==> src/rtl/ecc_pkg.sv <==
// Shared definitions for the SECDED decoder and the future encoder check path:
// codeword geometry helpers and the error-class encoding.
package ecc_pkg;

    localparam int MAX_CW = 512;

    typedef enum logic [1:0] {
        NONE,
        SGL,
        DBL
    } err_class_e;

    function automatic int cw_width(input int data_w, input int chk_w);
        return data_w + chk_w;
    endfunction

    // Data bits fill the non-power-of-two positions from 3 upwards, LSB first.
    function automatic int data_pos(input int i);
        int pos;
        int idx;
        pos = 0;
        idx = 0;
        for (int p = 3; p < MAX_CW; p++) begin
            if ((p & (p - 1)) != 0) begin
                if (idx == i && pos == 0) begin
                    pos = p;
                end
                idx++;
            end
        end
        return pos;
    endfunction

    function automatic logic [MAX_CW-1:0] syn_mask(input int k, input int cw_w);
        logic [MAX_CW-1:0] m;
        m = '0;
        for (int p = 1; p < cw_w; p++) begin
            if (((p >> k) & 1) != 0) begin
                m[p] = 1'b1;
            end
        end
        return m;
    endfunction

endpackage

==> src/rtl/secded_syn_calc.sv <==
// Combinational syndrome of an extended Hamming codeword: Hamming bits in the
// low positions, overall parity in the top bit.
module secded_syn_calc
    import ecc_pkg::*;
#(
    parameter int DATA_W = 32,
    parameter int CHK_W  = 7,
    localparam int CW_W  = cw_width(DATA_W, CHK_W)
) (
    input  logic [CW_W-1:0]  cw,
    output logic [CHK_W-1:0] syn
);

    for (genvar k = 0; k < CHK_W - 1; k++) begin : g_ham
        localparam logic [MAX_CW-1:0] MASK_FULL = syn_mask(k, CW_W);
        localparam logic [CW_W-1:0]   MASK      = MASK_FULL[CW_W-1:0];
        assign syn[k] = ^(cw & MASK);
    end

    assign syn[CHK_W-1] = ^cw;

endmodule

==> src/rtl/secded_dec_pipe.sv <==
// Two-stage pipelined SECDED decoder with valid/ready flow control.
// Define ECC_ERR_CNT_EN to build the saturating single/double error counters.
module secded_dec_pipe
    import ecc_pkg::*;
#(
    parameter int DATA_W = 32,
    parameter int CHK_W  = 7,
    parameter int CNT_W  = 16,
    localparam int CW_W  = cw_width(DATA_W, CHK_W)
) (
    input  logic              clk,
    input  logic              rst_n,
    input  logic [CW_W-1:0]   in,
    input  logic              in_vld,
    output logic              in_rdy,
    output logic [DATA_W-1:0] out,
    output logic [CHK_W-1:0]  syn,
    output logic              err,
    output logic              sgl,
    output logic              dbl,
    output logic              out_vld,
    input  logic              out_rdy,
    input  logic              cnt_clr,
    output logic [CNT_W-1:0]  sgl_cnt,
    output logic [CNT_W-1:0]  dbl_cnt
);

    if ((2 ** (CHK_W - 1)) < CW_W || CW_W > MAX_CW) begin : g_param_check
        $error("secded_dec_pipe: CHK_W too small for DATA_W");
    end

    localparam logic [CW_W-1:0] ONE = 1;

    logic             v1;
    logic             v2;
    logic             acc1;
    logic             acc2;
    logic [CW_W-1:0]  cw1;
    logic [CHK_W-1:0] syn_comb;
    logic [CHK_W-1:0] syn1;

    assign acc2    = !v2 || out_rdy;
    assign acc1    = !v1 || acc2;
    assign in_rdy  = acc1;
    assign out_vld = v2;

    secded_syn_calc #(
        .DATA_W(DATA_W),
        .CHK_W (CHK_W)
    ) u_syn (
        .cw (in),
        .syn(syn_comb)
    );

    always_ff @(posedge clk or negedge rst_n) begin
        if (!rst_n) begin
            v1   <= 1'b0;
            cw1  <= '0;
            syn1 <= '0;
        end else if (acc1) begin
            v1 <= in_vld;
            if (in_vld) begin
                cw1  <= in;
                syn1 <= syn_comb;
            end
        end
    end

    logic [CHK_W-2:0]  ham;
    logic              par;
    err_class_e        cls;
    logic [CW_W-1:0]   fixed;
    logic [DATA_W-1:0] data_fix;

    // A syndrome pointing past the last position cannot be a single flip.
    always_comb begin
        ham   = syn1[CHK_W-2:0];
        par   = syn1[CHK_W-1];
        cls   = NONE;
        fixed = cw1;
        if (par) begin
            if (int'(ham) < CW_W) begin
                cls   = SGL;
                fixed = cw1 ^ (ONE << ham);
            end else begin
                cls = DBL;
            end
        end else if (ham != '0) begin
            cls = DBL;
        end
    end

    for (genvar i = 0; i < DATA_W; i++) begin : g_data
        localparam int POS = data_pos(i);
        assign data_fix[i] = fixed[POS];
    end

    always_ff @(posedge clk or negedge rst_n) begin
        if (!rst_n) begin
            v2  <= 1'b0;
            out <= '0;
            syn <= '0;
            err <= 1'b0;
            sgl <= 1'b0;
            dbl <= 1'b0;
        end else if (acc2) begin
            v2 <= v1;
            if (v1) begin
                out <= data_fix;
                syn <= syn1;
                err <= (cls != NONE);
                sgl <= (cls == SGL);
                dbl <= (cls == DBL);
            end
        end
    end

`ifdef ECC_ERR_CNT_EN
    localparam logic [CNT_W-1:0] CNT_MAX = '1;

    logic hs;
    assign hs = v2 && out_rdy;

    // Clear takes priority over a coincident increment.
    always_ff @(posedge clk or negedge rst_n) begin
        if (!rst_n) begin
            sgl_cnt <= '0;
            dbl_cnt <= '0;
        end else if (cnt_clr) begin
            sgl_cnt <= '0;
            dbl_cnt <= '0;
        end else begin
            if (hs && sgl && sgl_cnt != CNT_MAX) begin
                sgl_cnt <= sgl_cnt + CNT_W'(1);
            end
            if (hs && dbl && dbl_cnt != CNT_MAX) begin
                dbl_cnt <= dbl_cnt + CNT_W'(1);
            end
        end
    end
`else
    logic unused_cnt_clr;
    assign unused_cnt_clr = cnt_clr;
    assign sgl_cnt        = '0;
    assign dbl_cnt        = '0;
`endif

endmodule

==> config.mk <==
export PLATFORM = sky130hd
export DESIGN_NAME = secded_dec_pipe
export DESIGN_NICKNAME = d
export VERILOG_FILES = /design/src/rtl/ecc_pkg.sv /design/src/rtl/secded_syn_calc.sv /design/src/rtl/secded_dec_pipe.sv
export SDC_FILE = /design/constraint.sdc
export NUM_CORES = 1
export LEC_CHECK = 0
export ABC_CLOCK_PERIOD_IN_PS = 2400
export BUFFER_PORTS_ARGS = -buffer_cell sky130_fd_sc_hd__buf_2
export CORE_MARGIN = 2
export CORE_UTILIZATION = 57
export CTS_CLUSTER_DIAMETER = 30
export DETAILED_ROUTE_END_ITERATION = 8
export GPL_TIMING_DRIVEN = 1
export PLACE_DENSITY = 0.95
export SLEW_MARGIN = 20
export SYNTH_ARGS = -nofsm -noshare
export SYNTH_HDL_FRONTEND = slang
export SYNTH_SLANG_ARGS = --single-unit
==> constraint.sdc <==
create_clock -name clk -period 2.4 [get_ports clk]
set_clock_uncertainty 0.1 [all_clocks]
set_input_delay 0.24 -clock clk [delete_from_list [all_inputs] [get_ports clk]]
set_output_delay 0.24 -clock clk [all_outputs]
set_load 0.02 [all_outputs]
==> impl_metrics.toml <==
[power]
ir_worst_vdd_mv = 0.7408
p_leak_nw = 2.296
pwr_density_cell_nw_per_um2 = 951.6

[final_layout]
area_growth_syn_to_layout_pct = 14.86
nNetsFinal = 567
drive_above_1_share = 0.2633
diodes = 0

[setup_path]
worstPathRequired_ps = 2510
path_cells = "nor2b_1 > nand2_1 > nor2_1 > nand2_1 > xor2_1 > o21ai_0"
worstPathArrival_ps = 2170
critical_path_buf_inv_count = 0
reg2reg_slack_ps = 340
crit_fanout = 7
end_kind = "flop"
path_common_cell = "nand2_1"
critPathKind = "reg -> reg"
cp_slowest_stage_delay_ps = 480
crit_family = "simple AND/OR/NAND/NOR gates"
cpMaxStageDelayCell = "dfrtp_1"
cp-start-kind = "flop"

[clock_network]
ctsResizeCount = 0
cts_tree = "built"
cts_max_level = 3
clock-sinks = 83
path_clk_slew_ps = 80
cts.root.buffer_cell = "clkbuf_8"
clk_latency_ps = 350
clock_path_buffers = 2
cts_buffers = 9

[timing]
tns_ps = 0
drv_slew = 0
fin_crit_ps = 2062
worst_pin_slew_ps = 737.9
setup_viol = 0
fin_crit_sh = 0.8593
timing.fmax_mhz = 484.9
hold_viol = 0
rsz0062_at_grt = "no"
relSlewSlack = 0.5070
setup_ws_ps = 337.7

[global_route]
grt_pass1_vias = 3288
grt_overflow = 0
grt_pass1_wl_mm = 16.36
grtUsageTotal = 0.2509
antenna_found_initial = 0
grt_max_degree = 84

[status]
status = "complete, no violations"

[placed_design]
place.detailed.hpwl_mm = 7.426
gp_congestion = 0.8619
pre_cts_slack_ps = 406.6
numPortBuffers = 86

[floorplanning]
io_pins = 120
core_area_sq_um = 7647
die_x_um = 92.31
initial_utilization = 0.5813
die_area_sq_um = 8521
die_h_um = 92.31
rows = 32

[job]
drv_cap = 0

[detailed_routing]
routed_wl_mm = 10.14
viasPerCell = 5.222
drcViolationCount = 0
firstDrtPassIters = 4
vias = 3290
ant_nets = 0
wl_per_cell_um = 16.10
first_iter_violations = 386

[yosys]
syn_area_sq_um = 4446
yosysWarnings = 0
synthCells = 440
ys_ff_latch = 83
synth_cell_types = 27
yosysSeqAreaShare = 0.4672
syn_avg_cell_area_sq_um = 10.10

[hold_path]
hold_path.class = "in -> reg"
[cell type report]
class | count | area, sq um
Timing Repair Buffer | 91 | 513.0
Fill cell | 579 | 2541
Multi-Input combinational cell | 338 | 2180
Clock inverter | 5 | 77.57
Tap cell | 102 | 127.6
Clock buffer | 11 | 131.4
Sequential cell | 83 | 2077
[cells in the mapped netlist, drive strengths merged]
cell type / number / area (sq um)
a31oi: 1 / 6.260
nand3b: 3 / 22.52
or2: 2 / 12.51
a21oi: 1 / 5.000
and3: 2 / 12.51
nand3: 6 / 30.03
and2: 2 / 12.51
o31ai: 1 / 7.510
conb: 1 / 3.750
or3: 1 / 6.260
xnor3: 2 / 45.04
nor3b: 3 / 22.52
nor3: 3 / 15.01
buf: 32 / 240.2
nand2: 85 / 319.1
nor2b: 3 / 18.77
nand2b: 3 / 18.77
o21ai: 39 / 195.2
xor2: 28 / 245.2
nor2: 17 / 63.81
xnor2: 71 / 629.4
and3b: 1 / 8.760
dfrtp: 83 / 2077
mux2: 32 / 360.4
clkbuf: 18 / 67.56
[registers in the layout (all words and copies together) (netlist names)]
name     count
out         32
dbl          1
v1           1
syn          7
cw1         32
sgl          1
out_vld      1
syn1         7
err          1
[power by group]
part,switching (mW),internal [mW]
sequential,0.317,1.73
combinational,1.03,0.704
clock,0.491,0.584
[kinds of logic (layout without fill, tap and decap cells)]
family	after synthesis	in the layout	synth area share
AND/OR/NAND/NOR	131	131	0.1267
XOR/XNOR	101	101	0.2069
flip-flops	83	83	0.4672
buffers and inverters	50	107	0.06924
AO/OA/AOI/OAI	42	42	0.04813
multiplexers	32	32	0.08106
other	1	32	0.0008435
[per-stage QoR]
| stage | total power, mW | area [sq um] | hold WS, ps | utilization | std cells |
|---|---|---|---|---|---|
| floorplan | 3.249 | 4562 | -155.6 | - | 471 |
| global placement | 3.674 | 4877 | 192.4 | 0.6378 | 612 |
| detailed placement | 3.769 | 4877 | 201.5 | 0.6378 | 612 |
| CTS | 4.857 | 5106 | 50.56 | 0.6677 | 630 |
| global route | 5.118 | 5106 | 54.09 | 0.6677 | 630 |
| finish | 4.859 | 5106 | 57.44 | 0.6677 | 630 |
[cells in the final DEF, fill, tap and decap left out, types with 3 or more instances in the layout]
| master | Yosys | layout |
|---|---|---|
| xnor2_1 | 70 | 70 |
| nand3b_1 | 3 | 3 |
| buf_2 | 0 | 85 |
| xor2_1 | 28 | 28 |
| nor2_1 | 17 | 17 |
| nor2b_1 | 3 | 3 |
| nand2_1 | 85 | 84 |
| clkbuf_8 | 0 | 9 |
| nor3_1 | 3 | 3 |
| buf_12 | 0 | 3 |
| mux2_2 | 32 | 32 |
| dfrtp_1 | 83 | 83 |
| o21ai_0 | 19 | 19 |
| nand3_1 | 6 | 6 |
| conb_1 | 1 | 32 |
| nor3b_1 | 3 | 3 |
| nand2b_1 | 3 | 3 |
| o21ai_1 | 20 | 20 |
[final timing paths]
path,to,from,depth (start not counted)
setup / recovery,out[5],syn1[6],6
hold / removal,cw1[36],in[36],2
setup reg to reg,out[5],syn1[6],6
hold reg to reg,syn[3],syn[3],2
max in group asynchronous,cw1[15],rst_n,3
min in group asynchronous,out[18],rst_n,3
[per-layer routing]
metal / GRT usage / wire (um) / vias up / share of wire
met5: 0 / 0 / - / 0
met4: 0.1206 / 337 / 0 / 0.033
met3: 0.05452 / 779 / 35 / 0.077
met2: 0.4191 / 5069 / 176 / 0.50
met1: 0.3105 / 3957 / 1566 / 0.39
li1: - / - / 1513 / -
[repair_timing]
action | CTS | global route
hold buffers | 2 | 0
setup buffers | 0 | 0
endpoints found under the hold margin | 84 | 0
Power figures use the tool's default switching activity.
